### src/rtl/seq_normalizer_if.sv
// Start/done handshake bundle for the normalizer: request side (start, din, arith)
// and result side (busy, done, dout, shamt, zero).
interface seq_normalizer_if #(
    parameter int WIDTH = 8
);
    localparam int SW = $clog2(WIDTH);

    logic             start;
    logic [WIDTH-1:0] din;
    logic             arith;
    logic             busy;
    logic             done;
    logic [WIDTH-1:0] dout;
    logic [SW-1:0]    shamt;
    logic             zero;

    modport master (
        output start, din, arith,
        input  busy, done, dout, shamt, zero
    );

    modport slave (
        input  start, din, arith,
        output busy, done, dout, shamt, zero
    );
endinterface

### src/rtl/seq_normalizer.sv
// Bit-serial normalizer: finds the left shift that brings a value to unsigned
// (MSB set) or signed (top two bits differ) normal form, one bit per cycle.
module seq_normalizer #(
    parameter int WIDTH = 8
) (
    input  logic             clk,
    input  logic             reset,
    seq_normalizer_if.slave  bus
);
    localparam int SW = $clog2(WIDTH);

    typedef enum logic [1:0] {
        IDLE  = 2'd0,
        SHIFT = 2'd1,
        DONE  = 2'd2
    } state_t;

    state_t           state_r, state_nxt_s;
    logic [WIDTH-1:0] w_r, w_nxt_s;
    logic             mode_r, mode_nxt_s;
    logic [SW-1:0]    count_r, count_nxt_s;
    logic [WIDTH-1:0] dout_r, dout_nxt_s;
    logic [SW-1:0]    shamt_r, shamt_nxt_s;
    logic             zero_r, zero_nxt_s;
    logic             busy_r, done_r;
    logic             stop_s;

    // Stop test on the working value for the captured mode
    always_comb begin
        stop_s = 1'b0;
        if (mode_r) begin
            stop_s = w_r[WIDTH-1] ^ w_r[WIDTH-2];
        end else begin
            stop_s = w_r[WIDTH-1];
        end
    end

    // Next-state and datapath decisions; DONE accepts a new start like IDLE
    always_comb begin
        state_nxt_s = state_r;
        w_nxt_s     = w_r;
        mode_nxt_s  = mode_r;
        count_nxt_s = count_r;
        dout_nxt_s  = dout_r;
        shamt_nxt_s = shamt_r;
        zero_nxt_s  = zero_r;
        case (state_r)
            IDLE, DONE: begin
                if (bus.start) begin
                    w_nxt_s     = bus.din;
                    mode_nxt_s  = bus.arith;
                    count_nxt_s = {SW{1'b0}};
                    if (bus.din == {WIDTH{1'b0}}) begin
                        state_nxt_s = DONE;
                        dout_nxt_s  = {WIDTH{1'b0}};
                        shamt_nxt_s = {SW{1'b0}};
                        zero_nxt_s  = 1'b1;
                    end else begin
                        state_nxt_s = SHIFT;
                    end
                end else begin
                    state_nxt_s = IDLE;
                end
            end
            SHIFT: begin
                if (stop_s) begin
                    state_nxt_s = DONE;
                    dout_nxt_s  = w_r;
                    shamt_nxt_s = count_r;
                    zero_nxt_s  = 1'b0;
                end else begin
                    w_nxt_s     = {w_r[WIDTH-2:0], 1'b0};
                    count_nxt_s = count_r + SW'(1);
                end
            end
            default: begin
                state_nxt_s = IDLE;
            end
        endcase
    end

    // State, working registers and registered handshake/result outputs
    always_ff @(posedge clk) begin
        if (reset) begin
            state_r <= IDLE;
            w_r     <= {WIDTH{1'b0}};
            mode_r  <= 1'b0;
            count_r <= {SW{1'b0}};
            dout_r  <= {WIDTH{1'b0}};
            shamt_r <= {SW{1'b0}};
            zero_r  <= 1'b0;
            busy_r  <= 1'b0;
            done_r  <= 1'b0;
        end else begin
            state_r <= state_nxt_s;
            w_r     <= w_nxt_s;
            mode_r  <= mode_nxt_s;
            count_r <= count_nxt_s;
            dout_r  <= dout_nxt_s;
            shamt_r <= shamt_nxt_s;
            zero_r  <= zero_nxt_s;
            busy_r  <= (state_nxt_s == SHIFT);
            done_r  <= (state_nxt_s == DONE);
        end
    end

    assign bus.busy  = busy_r;
    assign bus.done  = done_r;
    assign bus.dout  = dout_r;
    assign bus.shamt = shamt_r;
    assign bus.zero  = zero_r;
endmodule

### src/flat_wrapper.sv
// flat-port wrapper written by rule: the top's interface ports become plain ports
module seq_normalizer_flat 
#(
    parameter int WIDTH = 8
)
  (clk, reset, bus_start, bus_din, bus_arith, bus_busy, bus_done, bus_dout, bus_shamt, bus_zero);
  seq_normalizer_if #(.WIDTH(WIDTH)) bus_i ();
  input  logic clk;
  input  logic reset;
  input wire logic [$bits(bus_i.start)-1:0] bus_start;
  input wire logic [$bits(bus_i.din)-1:0] bus_din;
  input wire logic [$bits(bus_i.arith)-1:0] bus_arith;
  output wire logic [$bits(bus_i.busy)-1:0] bus_busy;
  output wire logic [$bits(bus_i.done)-1:0] bus_done;
  output wire logic [$bits(bus_i.dout)-1:0] bus_dout;
  output wire logic [$bits(bus_i.shamt)-1:0] bus_shamt;
  output wire logic [$bits(bus_i.zero)-1:0] bus_zero;
  assign bus_i.start = bus_start;
  assign bus_i.din = bus_din;
  assign bus_i.arith = bus_arith;
  assign bus_busy = bus_i.busy;
  assign bus_done = bus_i.done;
  assign bus_dout = bus_i.dout;
  assign bus_shamt = bus_i.shamt;
  assign bus_zero = bus_i.zero;
  seq_normalizer #(.WIDTH(WIDTH)) u_core (.clk(clk), .reset(reset), .bus(bus_i));
endmodule
### config.mk
export PLATFORM = sky130hd
export DESIGN_NAME = seq_normalizer_flat
export DESIGN_NICKNAME = d
export VERILOG_FILES = /design/src/rtl/seq_normalizer_if.sv /design/src/rtl/seq_normalizer.sv /design/src/flat_wrapper.sv
export SDC_FILE = /design/constraint.sdc
export NUM_CORES = 1
export LEC_CHECK = 0
export BUFFER_PORTS_ARGS = -buffer_cell sky130_fd_sc_hd__buf_2
export CAP_MARGIN = 20
export CORE_MARGIN = 10
export CORE_UTILIZATION = 56
export CTS_CLUSTER_SIZE = 24
export DETAILED_ROUTE_END_ITERATION = 12
export PLACE_DENSITY = 0.82
export SKIP_LAST_GASP = 1
export SLEW_MARGIN = 0
export SYNTH_ARGS = -nofsm -noshare
export SYNTH_HDL_FRONTEND = slang
export SYNTH_SLANG_ARGS = --single-unit
### constraint.sdc
create_clock -name clk -period 4.3 [get_ports clk]
set_clock_uncertainty 0.05 [all_clocks]
set_input_delay 1.075 -clock clk [delete_from_list [all_inputs] [get_ports clk]]
set_output_delay 1.075 -clock clk [all_outputs]
set_load 0.005 [all_outputs]
# Word-level counts from Yosys, hierarchy flattened
# Cells that the tools add are included.
# totals
output_inout_bits,14
ff_bits,28
input_bits,12
# op_classes
muxes,23
bitwise_logic,1
eq_ne,8
n_reduce_logical,7
addsub,1
# op_table
cell,count
$mux 8,5
$pmux 8 s2,2
$mux 3,5
$pmux 3 s2,2
$logic_not 8->1,1
$mux 2,3
$eq 2x1->1 const B,2
$eq 2x2->1 const B,2
$mux 1,4
$ne 2x1->1 const B,2
$ne 2x2->1 const B,2
$pmux 2 s2,1
$reduce_and 4->1,1
$add 3x1->3 const B,1
$reduce_and 3->1,1
$logic_not 2->1,1
$pmux 1 s2,1
$reduce_and 2->1,1
$reduce_bool 2->1,1
$reduce_or 2->1,1
$xor 1x1->1,1

# Depth between registers and ports, before layout
# logic_depth
depth_word,5
mapped_depth,6
ltp_nobuf,4

# Worst setup path after synthesis
# No wires, ideal clock.
# synth_path
kind,in2reg
startpoint,input port bus_din[4]
endpoint,register u_core.dout_r[0] (netlist: u_core.bus.dout[0])
arrival_time_ns,2.088
setup_slack_ns,2.090
path_stages,5
path_cell_list,nor4_1 -> nand3_1 -> o21ai_1 -> buf_4 -> mux2i_1
# synth_between
elab_chain_cells,3
# synth_lines
element,line,rtl
"start, declared",flat_wrapper.sv:11,input wire logic [$bits(bus_i.din)-1:0] bus_din;
$logic_not 8->1,seq_normalizer.sv:53,if (bus.din == {WIDTH{1'b0}}) begin
$ne 2x1->1 (no source line),-,
$reduce_and 4->1 (no source line),-,
"end signal, assigned",seq_normalizer.sv:89,dout_r <= {WIDTH{1'b0}};
"end signal, assigned",seq_normalizer.sv:99,dout_r <= dout_nxt_s;
"end, declared",seq_normalizer.sv:22,"logic [WIDTH-1:0] dout_r, dout_nxt_s;"
# No other way between the ends.
# A chain may end at the register's enable or synchronous reset.

# Worst setup path after layout
# layout_path
startpoint,input port bus_din[0]
endpoint,register u_core.dout_r[5] (netlist: u_core.bus.dout[5])
# Same word-level chain as after synthesis.

==> flow_metrics.tcl <==
set metrics [dict create \
    status "finished, final reports clean" \
    dr.pass1.iters 4 \
    ctsResizeCount 0 \
    ys_ff_latch 28 \
    grt_pass1_vias 961 \
    core_sq_um 2020 \
    crit_required_ps 4510 \
    vias 1008 \
    final_cells 184 \
    ios 26 \
    synth_top_area_share_pct 45.9 \
    ant_nets 0 \
    num_antenna_cells 0 \
    ys_async_sr_fraction_pct 0 \
    cts.sinks 28 \
    grt_overflow 0 \
    fmax_ghz 0.474 \
    grt_util_all_layers_pct 12.2 \
    chipWidth_um 66.7 \
    hold_class "reg2reg" \
    postCtsSetupBuffers 0 \
    drtIter0Drc 40 \
    synth_edf_count 0 \
    ys_warn_count 0 \
    chipHeight_um 66.7 \
    timing.final.max_slew_violations 0 \
    slew-limit-headroom_pct 48.6 \
    ys_seq_area_share_pct 45.9 \
    cp_max_fo 13 \
    fin_nets 171 \
    start_util_pct 60.4 \
    rrSetupSlack_ps 2410 \
    rr_worst_depth 4 \
    holdBufCountCts 0 \
    grt_max_degree 30 \
    setup_tns_ps 0 \
    syn_inst 135 \
    netlist_area_sq_um 1220 \
    finalCriticalPeriod_ps 2110 \
    hold_depth 2 \
    synthToLayoutAreaGrowth_pct 13.1 \
    synth_area_leaders "dfxtp_1 46%, mux2i_1 11%, nand2_1 8.0%" \
    routed_via_density 5.48 \
    synthDistinctLibCells 29 \
    tightestPinTransition_ps 770 \
    grt_first_pass_wirelength_mm 4.33 \
    drive_gt1_share_pct 22.3 \
    die-area_sq_um 4450 \
    cellPowerDensity_nw_per_um2 351 \
    wl_mm 2.66 \
    remaining_drc_errors 0 \
    postSynthAreaPerCell_sq_um 9.05 \
    syn_nets 148 \
    cts-htree-levels 1 \
    dp_hpwl_mm 1.90 \
    synth_common_cells "28 x dfxtp_1, 26 x nand2_1, 15 x nor2_1, 13 x mux2i_1, 11 x nand2b_1" \
    yosysMostFrequentCell "dfxtp_1" \
    finalSetupViolCount 0 \
    period_share_pct 49.0 \
    peakVddDrop_uv 209 \
    p_leak_nw 0.558 \
    clock_tree.buffer_depth 2 \
    yosysTopAreaCell "dfxtp_1" \
    routedWlPerCell_um 14.5 \
    cp.arrival_ps 2320 \
    final-hold-violation-count 0 \
    io_buffers 25 \
    cts_tree "yes" \
    cts-root-buf "clkbuf_4" \
    gp_congestion 0.811 \
    worstSetupEndpointType "register" \
    drv_cap 0 \
    antenna_found_initial 0 \
    cts_buffers 3 \
    dp.cells 180 \
    setup.worst_path.start_class "input pin" \
    synth_top_flop_cell "dfxtp_1" \
    critical_path_class "in2reg" \
    rows 16 \
    insertion_delay_ps 330 \
    path_clk_slew_ps 150 \
    rsz0062_at_grt "no" \
]
metrics by stage:
stage | cell area [sq um] | utilization, % | power [W] | hold WS (ps) | setup slack [ps]
5_1_grt | 1380 | 68.3 | 0.000509 | 442 | 2130
3_5_place_dp | 1350 | 66.5 | 0.000361 | 415 | 1850
6_report | 1380 | 68.3 | 0.000485 | 431 | 2190
2_1_floorplan | 1220 | - | 0.000345 | 388 | 2090
4_1_cts | 1380 | 68.3 | 0.000486 | 434 | 2200
3_3_place_gp | 1350 | 66.5 | 0.000358 | 407 | 1970
placed cells by master (no fill, tap or decap), types with 2 or more instances in the layout:
| cell type | count |
|---|---|
| nor4_1 | 2 |
| inv_1 | 4 |
| nand2_1 | 26 |
| dfxtp_1 | 28 |
| a21oi_1 | 3 |
| clkbuf_4 | 3 |
| nand2b_1 | 11 |
| buf_2 | 25 |
| mux2i_1 | 13 |
| a311oi_1 | 6 |
| nor2_1 | 15 |
| nor2b_1 | 3 |
| nand3_1 | 2 |
per-layer routing:
layer | up-vias | global-route usage [%] | share of wire [%]
li1 | 500 | - | -
met1 | 460 | 14.8 | 44
met2 | 39 | 18.0 | 46
met3 | 9 | 4.18 | 8.3
met4 | 0 | 7.07 | 2.4
met5 | - | 0 | 0
critical path, cell delays in order:
cell and delay, ps:
buf_2 100, nor4_1 390, nand3_1 180, o21ai_1 110
buf_4 250, mux2i_1 210
sequential cells by signal, summed over array words and instances, names as in the netlist:
signal,cells
u_core.bus.dout,8
u_core.w_r,8
u_core.bus.shamt,3
u_core.count_r,3
u_core.state_r,2
u_core.bus.busy,1
u_core.bus.done,1
u_core.bus.zero,1
u_core.mode_r,1
area by class of cell:
class                   instances  area (sq um)
fillers                       178           641
well taps                      27          33.8
inverters                       4          15.0
multi-input cells              95           603
repair buffers                 26           133
flip-flops and latches         28           561
clock buffers                   4          36.3
worst paths after layout:
kind / endpoint / from
max reg2reg: u_core.w_r[3] / u_core.state_r[0]
min: u_core.bus.dout[0] / u_core.bus.dout[0]
min reg2reg: u_core.bus.dout[0] / u_core.bus.dout[0]
max: u_core.bus.dout[5] / bus_din[0]
logic make-up (layout without fill, tap and decap cells):
| family | count (synthesis) | after routing | share of synthesized area [%] |
|---|---|---|---|
| muxes | 13 | 13 | 10.7 |
| AOI/OAI and AO/OA | 17 | 17 | 13.0 |
| buffers and inverters | 12 | 34 | 4.71 |
| and+or+nand+nor | 64 | 64 | 24.7 |
| DFF | 28 | 28 | 45.9 |
| adders and majority gates | 1 | 1 | 1.02 |
power by group:
part           switching, W  total (W)  internal, W
Clock             0.0000764   0.000128    0.0000519
Combinational     0.0000422  0.0000716    0.0000294
Sequential        0.0000119   0.000285     0.000273
(Power assumes the default switching activity.)
